<file path="config.mk">
export PLATFORM = sky130hd
export DESIGN_NAME = stdp_pair_learner
export DESIGN_NICKNAME = d
export VERILOG_FILES = /design/src/rtl/stdp_pkg.sv /design/src/rtl/stdp_trace.sv /design/src/rtl/stdp_pair_learner.sv
export SDC_FILE = /design/constraint.sdc
export NUM_CORES = 1
export LEC_CHECK = 0
export CORE_ASPECT_RATIO = 1.1
export CORE_MARGIN = 8
export CORE_UTILIZATION = 40
export CTS_CLUSTER_SIZE = 24
export DETAILED_ROUTE_END_ITERATION = 10
export PLACE_DENSITY_LB_ADDON = 0.12
export SYNTH_ARGS = -nofsm -noshare
export SYNTH_HDL_FRONTEND = slang
export SYNTH_SLANG_ARGS = --single-unit
</file>
<file path="constraint.sdc">
create_clock -name clk -period 4 [get_ports clk]
set_input_delay 0.4 -clock clk [delete_from_list [all_inputs] [get_ports clk]]
set_output_delay 0.4 -clock clk [all_outputs]
set_load 0.02 [all_outputs]
</file>
<file path="src/rtl/stdp_pkg.sv">
// rtl/stdp_pkg.sv - default constants and decayed-step helper for the STDP pair learner
package stdp_pkg;

  localparam int DEF_TW        = 8;
  localparam int DEF_WW        = 8;
  localparam int DEF_WINDOW    = 64;
  localparam int DEF_A_PLUS    = 16;
  localparam int DEF_A_MINUS   = 12;
  localparam int DEF_TAU_SHIFT = 3;
  localparam int DEF_W_INIT    = 128;

  // Step halves once per 2^tau cycles of interval; shifts past the weight width give zero.
  function automatic int unsigned decay_step(input int unsigned base, input int unsigned dt,
                                             input int unsigned tau, input int unsigned ww);
    int unsigned shamt;
    shamt = (dt == 0) ? 0 : ((dt - 1) >> tau);
    return (shamt >= ww) ? 0 : (base >> shamt);
  endfunction

endpackage

</file>
<file path="src/rtl/stdp_trace.sv">
// rtl/stdp_trace.sv - spike edge detect, saturating interval counter and one-shot armed bit
module stdp_trace #(
  parameter int TW     = 8,
  parameter int WINDOW = 64
) (
  input  logic          clk,
  input  logic          rst,
  input  logic          spike,
  input  logic          consume,
  output logic          ev,
  output logic [TW-1:0] cnt,
  output logic          armed
);

  localparam logic [TW-1:0] CNT_MAX = '1;
  localparam logic [TW-1:0] WIN     = TW'(WINDOW);

  logic          spike_q;
  logic [TW-1:0] cnt_q, cnt_d;
  logic          armed_q, armed_d;

  always_comb begin
    ev      = spike & ~spike_q;
    cnt_d   = cnt_q;
    armed_d = armed_q;
    if (ev) begin
      cnt_d   = TW'(1);
      armed_d = 1'b1;
    end else begin
      if (cnt_q != CNT_MAX) cnt_d = cnt_q + TW'(1);
      // Disarm as soon as the next interval would fall outside the pairing window.
      armed_d = armed_q & ~consume & (cnt_d <= WIN);
    end
  end

  always_ff @(posedge clk or posedge rst) begin
    if (rst) begin
      spike_q <= 1'b0;
      cnt_q   <= CNT_MAX;
      armed_q <= 1'b0;
    end else begin
      spike_q <= spike;
      cnt_q   <= cnt_d;
      armed_q <= armed_d;
    end
  end

  assign cnt   = cnt_q;
  assign armed = armed_q;

endmodule

</file>
<file path="src/rtl/stdp_pair_learner.sv">
// rtl/stdp_pair_learner.sv - pair-based STDP: pairing decision, decayed step and saturating weight
module stdp_pair_learner
  import stdp_pkg::*;
#(
  parameter int TW        = DEF_TW,
  parameter int WW        = DEF_WW,
  parameter int WINDOW    = DEF_WINDOW,
  parameter int A_PLUS    = DEF_A_PLUS,
  parameter int A_MINUS   = DEF_A_MINUS,
  parameter int TAU_SHIFT = DEF_TAU_SHIFT,
  parameter int W_INIT    = DEF_W_INIT
) (
  input  logic          clk,
  input  logic          rst,
  input  logic          pre_spike,
  input  logic          post_spike,
  input  logic          learn_en,
  output logic [WW-1:0] weight,
  output logic [TW-1:0] time_diff,
  output logic          update_w_flag,
  output logic          ltp
);

  logic          pre_ev, post_ev, pre_armed, post_armed;
  logic [TW-1:0] pre_cnt, post_cnt;
  logic          ltp_hit, ltd_hit;

  logic [WW-1:0] weight_q, weight_d;
  logic [TW-1:0] time_diff_q, time_diff_d;
  logic          flag_q, flag_d;
  logic          ltp_q, ltp_d;

  logic [TW-1:0] dt_sel;
  logic [WW:0]   delta, w_sum, w_diff;

  stdp_trace #(.TW(TW), .WINDOW(WINDOW)) u_pre_trace (
    .clk     (clk),
    .rst     (rst),
    .spike   (pre_spike),
    .consume (ltp_hit),
    .ev      (pre_ev),
    .cnt     (pre_cnt),
    .armed   (pre_armed)
  );

  stdp_trace #(.TW(TW), .WINDOW(WINDOW)) u_post_trace (
    .clk     (clk),
    .rst     (rst),
    .spike   (post_spike),
    .consume (ltd_hit),
    .ev      (post_ev),
    .cnt     (post_cnt),
    .armed   (post_armed)
  );

  // Coincident pre and post events pair with nothing; both traces just restart.
  assign ltp_hit = post_ev & ~pre_ev & pre_armed & learn_en;
  assign ltd_hit = pre_ev & ~post_ev & post_armed & learn_en;

  always_comb begin
    dt_sel = ltp_hit ? pre_cnt : post_cnt;
    delta  = (WW+1)'(decay_step(ltp_hit ? A_PLUS : A_MINUS, 32'(dt_sel), TAU_SHIFT, WW));
    w_sum  = {1'b0, weight_q} + delta;
    w_diff = {1'b0, weight_q} - delta;

    weight_d    = weight_q;
    time_diff_d = time_diff_q;
    ltp_d       = ltp_q;
    flag_d      = ltp_hit | ltd_hit;
    if (ltp_hit) begin
      weight_d    = w_sum[WW] ? '1 : w_sum[WW-1:0];
      time_diff_d = dt_sel;
      ltp_d       = 1'b1;
    end else if (ltd_hit) begin
      weight_d    = w_diff[WW] ? '0 : w_diff[WW-1:0];
      time_diff_d = dt_sel;
      ltp_d       = 1'b0;
    end
  end

  always_ff @(posedge clk or posedge rst) begin
    if (rst) begin
      weight_q    <= WW'(W_INIT);
      time_diff_q <= '0;
      flag_q      <= 1'b0;
      ltp_q       <= 1'b0;
    end else begin
      weight_q    <= weight_d;
      time_diff_q <= time_diff_d;
      flag_q      <= flag_d;
      ltp_q       <= ltp_d;
    end
  end

  assign weight        = weight_q;
  assign time_diff     = time_diff_q;
  assign update_w_flag = flag_q;
  assign ltp           = ltp_q;

endmodule
</file>
* Word level (Yosys, flattened, before mapping)
Index checks and enable logic that the tools add are counted.
Storage, ports and cells: word-level logic and storage cells 62, register bits 38, input port bits 5
Operators by class: equality and inequality tests 2, shift-type cells 1, reductions and logical operators 2, bitwise logic cells 19, magnitude comparators 3, multiplexer cells 20, add/subtract/negate cells 5
Operators with widths (count):
- two-way mux 8 bit | 13
- greater-or-equal comparator 29 x 4 -> 1 bit, second input constant | 1
- two-way mux 29 bit | 1
- right shift 5 x 29 -> 9 bit | 1
- adder 8 x 1 -> 8 bit, second input constant | 2
- <= comparator 8 x 7 -> 1 bit, second input constant | 2
- inequality test 8 bit, second input constant | 2
- AND 1 bit | 12
- adder 8 x 9 -> 9 bit | 1
- two-way mux 9 bit | 1
- subtractor 8 x 1 -> 9 bit, second input constant | 1
- subtractor 8 x 9 -> 9 bit | 1
- zero test 8 bit | 1
- inverter 1 bit | 6
- two-way mux 5 bit | 1
- two-way mux 1 bit | 4
- nonzero test 2 bit | 1
- bitwise OR 1 bit | 1

* Depth between registers and ports, before layout
Gate-level depths: netlist of the first run.
depth after elaboration 15, gate-level depth with buffers 15, gate-level depth less buffers 13

* Cells and area by module
From an unflattened synthesis of the first run, not the netlist that was laid out.
Second synthesis, totals: cells, all modules 320, area total of the unflattened synthesis 2745.1 um2
By module, submodules not included:
- stdp_pair_learner | cells an instance 196, instances 1, seq. area each 451.7 um2, area each 1569.0 um2
- stdp_trace | cells an instance 62, instances 2, seq. area each 260.2 um2, area each 588.1 um2

* Worst setup path after synthesis of the first run
OpenSTA, ideal clock, no wires.
path type flip-flop to flip-flop, start register u_post_trace.cnt_q[1] (netlist: u_post_trace.cnt[1]), end register weight_q[6] (netlist: weight[6]), stages on the path, launching flop included 15, path slack 461 ps, data required time 3877 ps, data arrival time 3416 ps, path through dfstp_2 or4_1 buf_2 or3_2 a21oi_1 nand3_1 o21ai_0 ha_1 inv_1 fa_1 a211o_1 o211ai_1 nor4b_1 mux2i_1 a21oi_1
On the way: longest elaborated chain between the ends 9
Ends and longest elaborated chain:
- start, declared | RTL line stdp_trace.sv:19 | logic [TW-1:0] cnt_q, cnt_d;
- start signal, assigned | RTL line stdp_trace.sv:43 | cnt_q <= cnt_d;
- two-way mux 8 bit (*) | RTL line stdp_pair_learner.sv:61 | dt_sel = ltp_hit ? pre_cnt : post_cnt;
- subtractor 8 x 1 -> 9 bit / zero test 8 bit (equally long branches) | RTL line stdp_pkg.sv:16 | shamt = (dt == 0) ? 0 : ((dt - 1) >> tau);
- two-way mux 29 bit (*) | RTL line stdp_pkg.sv:16
- greater-or-equal comparator 29 x 4 -> 1 bit / right shift 5 x 29 -> 9 bit (equally long branches) | RTL line stdp_pkg.sv:17 | return (shamt >= ww) ? 0 : (base >> shamt);
- two-way mux 9 bit (*) | RTL line stdp_pkg.sv:17
- subtractor 8 x 9 -> 9 bit | RTL line stdp_pair_learner.sv:64 | w_diff = {1'b0, weight_q} - delta;
- two-way mux 8 bit | RTL line stdp_pair_learner.sv:75 | weight_d = w_diff[WW] ? '0 : w_diff[WW-1:0];
- two-way mux 8 bit | RTL line stdp_pair_learner.sv:74 | end else if (ltd_hit) begin
- two-way mux 8 bit (*) | RTL line stdp_pair_learner.sv:70 | if (ltp_hit) begin
- end signal, assigned | RTL line stdp_pair_learner.sv:83 | weight_q <= WW'(W_INIT);
- end signal, assigned | RTL line stdp_pair_learner.sv:88 | weight_q <= weight_d;
- end, declared | RTL line stdp_pair_learner.sv:28 | logic [WW-1:0] weight_q, weight_d;
Every way passes the cells marked *; elsewhere a longest branch is shown, timed or not. The select of a mux whose other input is x is not followed. A chain may end at the register's enable or synchronous reset.

* Worst setup path in the final report of the first run
start register u_pre_trace.cnt_q[0] (netlist: u_pre_trace.cnt[0]), end register weight_q[6] (netlist: weight[6])
On the way: longest elaborated chain between the ends 9
Ends and longest elaborated chain (RTL line):
- start, declared | stdp_trace.sv:19
- start signal, assigned | stdp_trace.sv:43
- two-way mux 8 bit (*) | stdp_pair_learner.sv:61
- subtractor 8 x 1 -> 9 bit / zero test 8 bit (equally long branches) | stdp_pkg.sv:16
- two-way mux 29 bit (*) | stdp_pkg.sv:16
- greater-or-equal comparator 29 x 4 -> 1 bit / right shift 5 x 29 -> 9 bit (equally long branches) | stdp_pkg.sv:17
- two-way mux 9 bit (*) | stdp_pkg.sv:17
- subtractor 8 x 9 -> 9 bit | stdp_pair_learner.sv:64
- two-way mux 8 bit | stdp_pair_learner.sv:75
- two-way mux 8 bit | stdp_pair_learner.sv:74
- two-way mux 8 bit (*) | stdp_pair_learner.sv:70
Marked as above.

==> reports/metrics.csv, run 1 <==
metric,value,unit
FF/Latch Area,972,sq um
register area share after synthesis,35.3,%
CP cell instances,"or3_1, or4_1, a21oi_1, nand4b_1, o21ai_0, ha_1, inv_1, fa_1, a211o_1, o211ai_1, nor4b_1, mux2i_1, a21oi_1",
Critical Path End,weight[6]$_DFFE_PP0P_,
worst skew pair latency,0.29,ns
worst min path class,reg -> reg,
ANT nets after route,0,
gr usage total,14.7,%
RR Endpoint,weight[6]$_DFFE_PP0P_,
Worst IR Drop VDD,0.000317,V
Final Skew,0.00631,ns
asr flop ratio synth,100,%
H-tree level count,2,
Worst path slowest cell,or3_1,
Die Span Y,103,um
die area,0.00981,sq mm
Slew Limit Fails,0,
P&R area growth vs syn,16.5,%
# fillers,650,
first-pass GRT wire length,11400,um
status,"finished, final reports clean",
nets,354,
Worst R2R Setup Slack,0.28,ns
total wire length,6750,um
number of buffers created by CTS,5,
setup TNS,0,ns
endpoints failing hold,0,
Ys Warns,0,
r2r worst-path depth,13,
hold slack,0.490,ns
DR pass1 iterations,4,
Final period util,92.9,%
share of layout cells above drive strength 1,14.0,%
Crit path arrival time,3.90,ns
GP Congestion,0.865,
drt wl/cell,16.2,um
WS Path Type,reg -> reg,
fmax,0.269,GHz
max cap viols,0,
IO Count,23,
area of the mapped netlist,0.00276,sq mm
initial DRC count,131,
starting density of the core,41.6,%
vias,2414,
FF-to-FF Start,u_pre_trace.cnt[0]$_DFF_PP1_,
RSZ-0062 raised after global routing,false,
most frequent cells in the layout,"nand2_1 (23), a21oi_1 (22), clkdlybuf4s50_1 (22)",
clk buf depth,2,
final total power,2.02,mW
Crit Path Max Fanout,8,
# clock sinks,38,
CTS tree,done,
"Primary FF master, synth",dfrtp_1,
"Reg clk slew, reported paths",0.08,ns
post-route minimum period,3.72,ns
Congestion Overflow GR,0,
Synth Net Count,333,
Setup crit start kind,flop,
CP most frequent cell,a21oi_1,
CP max stage delay,0.43,ns
DRC violations left,0,
instance count of the mapped netlist,313,
"commonest non-fill, non-tap cell in the layout",nand2_1,
detailed placement HPWL,4970,um
CP Capture Type,flop,
Via density,5.79,
Hold Path Stages,2,
post-synth cell types,58,
Avg Inst Size Synth,8.81,sq um
ant diodes,0,
area of the multi-input gates,0.00163,sq mm
core footprint,0.00663,sq mm
Die Wd,95.2,um
Post-synth EDFFs,0,
vias in the first global route,2315,
synthesis-stage register bit count,38,
Setup crit start,u_pre_trace.cnt[0]$_DFF_PP1_,
PortBufs,22,
antenna violations before repair,0,
Rows,31,
normalized max-slew margin,63.9,%
pwr/cell area,628,mW/mm^2
WP data required,4.18,ns
CTS root buffer,clkbuf_8,
Final Setup Violations,0,
Least-Margin Pin Slew,0.539,ns
number of buffers inserted by hold repair at cts,0,
leakage power,1.34,nW
largest net degree at the start of global routing,39,
registers in the layout, summed over array words and instances, names as in the netlist:
signal	count
time_diff	8
u_post_trace.cnt	8
u_pre_trace.cnt	8
weight	8
ltp	1
u_post_trace.armed	1
u_post_trace.spike_q	1
u_pre_trace.armed	1
u_pre_trace.spike_q	1
update_w_flag	1
cell type report:
type / count / share of cell area, %
inverters: 17 / 1.99
well taps: 82 / 3.20
repair buffers: 37 / 10.4
clock buffers: 8 / 3.43
flip-flops and latches: 38 / 30.3
multi-input cells: 235 / 50.7
how the worst min path moves through the flow:
| stage | from | end | slack (ns) |
|---|---|---|---|
| detailed placement | ltp$_DFFE_PP0P_ | ltp$_DFFE_PP0P_ | 0.47 |
| CTS | ltp$_DFFE_PP0P_ | ltp$_DFFE_PP0P_ | 0.49 |
| global route | ltp$_DFFE_PP0P_ | ltp$_DFFE_PP0P_ | 0.52 |
| global placement | ltp$_DFFE_PP0P_ | ltp$_DFFE_PP0P_ | 0.46 |
| finish | ltp$_DFFE_PP0P_ | ltp$_DFFE_PP0P_ | 0.49 |
| floorplan | post_spike | u_post_trace.spike_q$_DFF_PP0_ | 0.43 |
stage by stage:
stage          util (%)  instances  worst slack, ns  area, sq um
6_report           48.4        417            0.284         3210
5_1_grt            48.4        417           0.0282         3210
4_1_cts            48.3        416            0.234         3200
3_5_place_dp       46.6        408            0.144         3090
3_3_place_gp       46.6        408           0.0966         3090
2_1_floorplan         -        313            0.461         2760
routing by layer:
metal,vias up,part of all wire [%],track usage [%],wire length (um)
li1,1200,-,-,-
met1,1162,47,17.7,3180
met2,42,48,24.7,3250
met3,10,3.5,3.28,233
met4,0,1.3,5.41,90
met5,-,0,0,0
critical path: cells and delay by family, from the launching register on:
kind,cells,cell delay [ns]
buffers and inverters,1,0.05
AOI/OAI and AO/OA,5,1.01
muxes,1,0.22
and+or+nand+nor,4,1.29
adders and majority gates,2,0.63
DFF,1,0.41
kinds of logic (layout without fill, tap and decap cells):
group | count (synthesis) | in the layout | share of synthesized area, %
AOI/OAI and AO/OA | 93 | 93 | 23.1
DFF | 38 | 38 | 35.3
xor gates and xnor gates | 10 | 10 | 3.18
muxes | 11 | 11 | 3.99
buffers and inverters | 40 | 62 | 5.63
and+or+nand+nor | 106 | 106 | 21.5
adders and majority gates | 15 | 15 | 7.35
where the power goes:
group	internal, mW	total [mW]	switching (mW)	leakage [nW]
registers	0.516	0.668	0.152	0.438
clock network	0.174	0.317	0.143	0.0575
logic	0.495	1.03	0.535	0.847
total	1.19	2.02	0.831	1.34
repair_timing:
action | in CTS | in global routing
endpoints found under the setup margin | 0 | 4
hold endpoints to repair | 0 | 0
buffers inserted | 0 | 1
resized for setup | 0 | 0
cell usage after synthesis (all sizes together), types with 8 or more instances:
cell | count | area [sq um]
nand2 | 23 | 86.3
a21oi | 22 | 110
dfrtp | 21 | 526
o21ai | 21 | 109
clkbuf | 18 | 67.6
dfstp | 17 | 447
inv | 17 | 63.8
ha | 13 | 163
nor2 | 12 | 45.0
mux2i | 11 | 110
a211oi | 10 | 75.1
nor3 | 10 | 50.1
nand3 | 8 | 40.0
No activity file was read; power rests on OpenSTA's default activity.
==> run 2: changes to the inputs <==
Settings changed: HOLD_SLACK_MARGIN from default to 0.02.
==> results of run 2 <==
The final DEF is identical to that of run 1; final timing and power are the same.
